===== src/rtl/oam_dma_if.sv =====
// CPU-bus side of the sprite OAM DMA engine: CPU trigger inputs, DMA read data,
// and the hijacked bus drive. The engine masters the bus while it holds it.
interface oam_dma_if;
  logic [15:0] bus_addr;
  logic [7:0]  bus_din;
  logic        bus_wr;
  logic        odd_or_even;
  logic [7:0]  dma_rdata;
  logic        dma_hijack;
  logic [15:0] dma_addr;
  logic [7:0]  dma_dout;
  logic        dma_wr;
  logic        dma_done;

  modport master (
    input  bus_addr, bus_din, bus_wr, odd_or_even, dma_rdata,
    output dma_hijack, dma_addr, dma_dout, dma_wr, dma_done
  );

  modport slave (
    output bus_addr, bus_din, bus_wr, odd_or_even, dma_rdata,
    input  dma_hijack, dma_addr, dma_dout, dma_wr, dma_done
  );
endinterface


===== src/rtl/oam_dma.sv =====
// Sprite OAM DMA: a CPU write of page P to TRIG_ADDR halts the CPU and copies
// P00..P(N_BYTES-1) into OAMDATA as read/write pairs, with registered outputs.
module oam_dma #(
  parameter logic [15:0] TRIG_ADDR = 16'h4014,
  parameter logic [15:0] OAM_ADDR  = 16'h2004,
  parameter int unsigned N_BYTES   = 256
) (
  input logic       cpu_clk,
  input logic       reset_n,
  oam_dma_if.master bus
);

  localparam logic [7:0] LAST = 8'(N_BYTES - 1);

  typedef enum logic [2:0] {
    IDLE,
    HALT,
    ALIGN,
    READ,
    WRITE,
    DONE
  } state_t;

  state_t     state;
  logic [7:0] page;
  logic [7:0] count;

  // dma_dout doubles as the read-data latch: it is loaded at the close of READ
  // and only changes there, so it holds its value in every other state.
  always_ff @(posedge cpu_clk) begin
    if (!reset_n) begin
      state          <= IDLE;
      page           <= '0;
      count          <= '0;
      bus.dma_hijack <= 1'b0;
      bus.dma_addr   <= '0;
      bus.dma_dout   <= '0;
      bus.dma_wr     <= 1'b1;
      bus.dma_done   <= 1'b0;
    end else begin
      case (state)
        IDLE: begin
          if (bus.bus_addr == TRIG_ADDR && !bus.bus_wr) begin
            page           <= bus.bus_din;
            count          <= '0;
            state          <= HALT;
            bus.dma_hijack <= 1'b1;
            bus.dma_addr   <= '0;
            bus.dma_wr     <= 1'b1;
          end
        end
        HALT: begin
          if (bus.odd_or_even) begin
            state <= ALIGN;
          end else begin
            state        <= READ;
            bus.dma_addr <= {page, count};
          end
        end
        ALIGN: begin
          state        <= READ;
          bus.dma_addr <= {page, count};
        end
        READ: begin
          bus.dma_dout <= bus.dma_rdata;
          state        <= WRITE;
          bus.dma_addr <= OAM_ADDR;
          bus.dma_wr   <= 1'b0;
        end
        WRITE: begin
          bus.dma_wr <= 1'b1;
          if (count == LAST) begin
            state          <= DONE;
            bus.dma_hijack <= 1'b0;
            bus.dma_done   <= 1'b1;
            bus.dma_addr   <= '0;
          end else begin
            count        <= count + 8'd1;
            state        <= READ;
            bus.dma_addr <= {page, count + 8'd1};
          end
        end
        DONE: begin
          bus.dma_done <= 1'b0;
          state        <= IDLE;
        end
        default: state <= IDLE;
      endcase
    end
  end

endmodule


===== src/flat_wrapper.sv =====
// flat-port wrapper written by rule: the top's interface ports become plain ports
module oam_dma_flat 
#(
  parameter logic [15:0] TRIG_ADDR = 16'h4014,
  parameter logic [15:0] OAM_ADDR  = 16'h2004,
  parameter int unsigned N_BYTES   = 256
)
  (cpu_clk, reset_n, bus_bus_addr, bus_bus_din, bus_bus_wr, bus_odd_or_even, bus_dma_rdata, bus_dma_hijack, bus_dma_addr, bus_dma_dout, bus_dma_wr, bus_dma_done);
  oam_dma_if bus_i ();
  input logic cpu_clk;
  input logic reset_n;
  input wire logic [$bits(bus_i.bus_addr)-1:0] bus_bus_addr;
  input wire logic [$bits(bus_i.bus_din)-1:0] bus_bus_din;
  input wire logic [$bits(bus_i.bus_wr)-1:0] bus_bus_wr;
  input wire logic [$bits(bus_i.odd_or_even)-1:0] bus_odd_or_even;
  input wire logic [$bits(bus_i.dma_rdata)-1:0] bus_dma_rdata;
  output wire logic [$bits(bus_i.dma_hijack)-1:0] bus_dma_hijack;
  output wire logic [$bits(bus_i.dma_addr)-1:0] bus_dma_addr;
  output wire logic [$bits(bus_i.dma_dout)-1:0] bus_dma_dout;
  output wire logic [$bits(bus_i.dma_wr)-1:0] bus_dma_wr;
  output wire logic [$bits(bus_i.dma_done)-1:0] bus_dma_done;
  assign bus_i.bus_addr = bus_bus_addr;
  assign bus_i.bus_din = bus_bus_din;
  assign bus_i.bus_wr = bus_bus_wr;
  assign bus_i.odd_or_even = bus_odd_or_even;
  assign bus_i.dma_rdata = bus_dma_rdata;
  assign bus_dma_hijack = bus_i.dma_hijack;
  assign bus_dma_addr = bus_i.dma_addr;
  assign bus_dma_dout = bus_i.dma_dout;
  assign bus_dma_wr = bus_i.dma_wr;
  assign bus_dma_done = bus_i.dma_done;
  oam_dma #(.TRIG_ADDR(TRIG_ADDR), .OAM_ADDR(OAM_ADDR), .N_BYTES(N_BYTES)) u_core (.cpu_clk(cpu_clk), .reset_n(reset_n), .bus(bus_i));
endmodule

===== config.mk =====
export PLATFORM = sky130hd
export DESIGN_NAME = oam_dma_flat
export DESIGN_NICKNAME = d
export VERILOG_FILES = /design/src/rtl/oam_dma_if.sv /design/src/rtl/oam_dma.sv /design/src/flat_wrapper.sv
export SDC_FILE = /design/constraint.sdc
export NUM_CORES = 1
export LEC_CHECK = 0
export CAP_MARGIN = 0
export CELL_PAD_IN_SITES_DETAIL_PLACEMENT = 2
export CELL_PAD_IN_SITES_GLOBAL_PLACEMENT = 2
export CORE_ASPECT_RATIO = 0.8
export CORE_MARGIN = 2
export CORE_UTILIZATION = 30
export DETAILED_ROUTE_END_ITERATION = 16
export PLACE_DENSITY_LB_ADDON = 0.1
export SETUP_SLACK_MARGIN = 0.1
export SLEW_MARGIN = 5
export SYNTH_ARGS = -nofsm -noshare
export SYNTH_HDL_FRONTEND = slang
export SYNTH_SLANG_ARGS = --single-unit

===== constraint.sdc =====
create_clock -name cpu_clk -period 2.6 [get_ports cpu_clk]
set_input_delay 0.39 -clock cpu_clk [delete_from_list [all_inputs] [get_ports cpu_clk]]
set_output_delay 0.39 -clock cpu_clk [all_outputs]
set_load 0.02 [all_outputs]

==> summary.md <==
| Metric | Value |
|---|---|
| Run status | completed |
| Peak VDD IR | 180 uV |
| Worst-Margin Slew | 0.662 ns |
| Post-Syn Nets | 323 |
| Routed length per instance | 17.4 um |
| RSZ-0062 raised after global routing | no |
| Die Span X | 103 um |
| Dpl hpwl | 5860 um |
| P per Cell Area | 394 nW/um2 |
| Crit Path Class | reg2reg |
| Residual DRC count | 0 |
| Final setup TNS | 0 ns |
| Worst Path Arrival | 2.35 ns |
| Pin count of the biggest net entering global routing | 28 |
| Antenna violations before repair | 0 |
| WL met3 | 295 um |
| Max Clk Rate | 474 MHz |
| Gpl congestion | 0.837 |
| Wire length on met2 | 3760 um |
| Drt total wl | 7840 um |
| Final period utilization | 81.2% |
| Top_reg_cell synth | dfxtp_1 |
| Met1 wire length | 3690 um |
| Post-route total power | 1.25 mW |
| P_leak | 0.957 nW |
| Area growth syn-to-layout | 33.9% |
| Final setup vio count | 0 |
| Die area | 8630 um2 |
| Post-synth top cells | dfxtp_1, a21oi_1, nand3_1 |
| CTS resizes | 0 |
| Clock Skews | 0.00965 ns |
| Max Transition Viols Final | 0 |
| Syn. warnings | 0 |
| CP endpoint kind | register |
| Dominant cell type by area after synthesis | dfxtp_1 |
| Hold_buf cts | 0 |
| FF+latch count, synth | 46 |
| Clk_lat worst skew | 0.31 ns |
| Highest metal used | met4 |
| Layout fillers | 866 |
| Grt total ovfl | 0 |
| Crit-path max FO | 7 |
| Via/cell ratio | 5.33 |
| FP Rows | 28 |
| DRT iter0 DRCs | 67 |
| Post-synthesis cell type count | 52 |
| CTS Sinks | 46 |
| Root Buffer | clkbuf_8 |
| Ports | 63 |
| Avg Synthesized Cell Area | 8.29 um2 |
| Async SR Flop Fraction | 0% |
| Worst Path Required | 2.84 ns |
| Slew headroom | 55.6% |
| # port buffers | 62 |
| H-tree depth | 2 |
| CTS max path bufs | 2 |
| Post-Synthesis Cells | 286 |
| Post-CTS setup buffer count | 0 |
| HP Class | reg2reg |
| # diodes | 0 |
| Post-synthesis sequential area ratio | 38.9% |
| Die H | 83.5 um |
| CTS clk-pin slew, worst paths | 0.10 ns |
| Initial core utilization | 31.5% |
| Max-Cap Viols | 0 |
| Final number of hold-violating endpoints | 0 |
| Antenna viol nets, final | 0 |
| Number of synthesized flops with an enable pin | 0 |
| Top-count cell post-synth | dfxtp_1 |
| GRT Util Overall | 19.3% |
| Fin nets | 381 |
| Core area | 7530 um2 |
| Cell area after synthesis | 2370 um2 |
| DR pass1 iterations | 4 |
| Reg2reg setup slack | 0.49 ns |
| TritonCTS Buffers | 5 |
| Via count | 2397 |
| Global-route wire length before repair | 13200 um |
| Min Tclk post-route | 2.11 ns |
| Yosys top cell area share | 38.9% |
| Layout cell share with drive strength beyond 1 | 10.4% |
| CTS tree | built |
| Crit start category | register |
| Ranking of synthesized cells by area | dfxtp_1, a21oi_1, nand3_1 |
| Vias in the first global route | 2604 |
logic make-up (layout without fill, tap and decap cells):
kind of cell,after synthesis,after routing,synth area share [%]
buffers and inverters,48,107,9.35
xor gates and xnor gates,1,1,0.370
and+or+nand+nor,94,94,22.8
AOI/OAI and AO/OA,92,92,26.3
muxes,4,4,1.74
DFF,46,46,38.9
adders and majority gates,1,1,0.528
report_power, final:
part           internal (mW)  switching (mW)
registers              0.704        0.000378
clock network          0.190           0.270
logic                 0.0532          0.0333
area by class of cell:
class	count	area, um2	share of cell area (%)
sequential	46	921	29.0
clock inverter	3	21.3	0.670
clock buffer	5	68.8	2.17
tap	105	131	4.14
inverter	25	93.8	2.96
multi-input combinational	192	1230	38.7
timing repair buffer	74	711	22.4
stage by stage:
| step | utilization, % | instance area (um2) | instances | hold slack, ns | worst slack (ns) |
|---|---|---|---|---|---|
| after floorplan | - | 2370 | 286 | 0.429 | 0.976 |
| after global placement | 40.9 | 3080 | 442 | 0.442 | 0.326 |
| after detailed placement | 40.9 | 3080 | 442 | 0.455 | 0.217 |
| after CTS | 42.1 | 3170 | 450 | 0.471 | 0.459 |
| after global routing | 42.1 | 3170 | 450 | 0.497 | 0.256 |
| final | 42.1 | 3170 | 450 | 0.467 | 0.489 |
routing by layer:
metal	vias to the layer above	GRT usage (%)
li1	1158	-
met1	1183	26.5
met2	49	30.7
met3	7	4.02
met4	0	4.43
met5	-	0
placed cells by master (no fill, tap or decap), drive strengths merged, types with 2 or more instances in the layout:
cell,Yosys,final
clkdlybuf4s50,0,62
dfxtp,46,46
a21oi,32,32
nand3,29,29
inv,25,25
nand2,18,18
o32ai,15,15
o21ai,15,15
nor2,14,14
buf,12,12
o22ai,6,6
nor2b,5,5
clkbuf,11,5
nor4,5,5
nor3b,5,5
nor3,4,4
o211ai,4,4
o31ai,4,4
nand2b,3,3
mux2i,3,3
a211oi,3,3
or3,2,2
nand4,2,2
and3,2,2
and4,2,2
o2111ai,2,2
o221ai,2,2
clkinv,0,2
worst paths after layout:
path	startpoint	endpoint	cells past startpoint
worst max register to register	u_core.count[1]	u_core.count[3]	5
worst max-delay path	u_core.count[1]	u_core.count[3]	5
worst min register to register	u_core.bus.dma_dout[2]	u_core.bus.dma_dout[2]	2
worst min-delay path	u_core.bus.dma_dout[2]	u_core.bus.dma_dout[2]	2
flip-flops by register name, summed over array words and instances (netlist names):
register / cells
u_core.bus.dma_done: 1
u_core.bus.dma_dout: 8
u_core.bus.dma_addr: 16
u_core.state: 3
u_core.count: 8
u_core.page: 8
u_core.bus.dma_wr: 1
u_core.bus.dma_hijack: 1
worst max-delay path, stage by stage (launching register included):
cell	delay, ns
dfxtp_1	0.47
ha_1	0.35
nand3_1	0.26
o21ai_1	0.62
o211ai_1	0.18
a21oi_1	0.17
(Power assumes the default switching activity.)
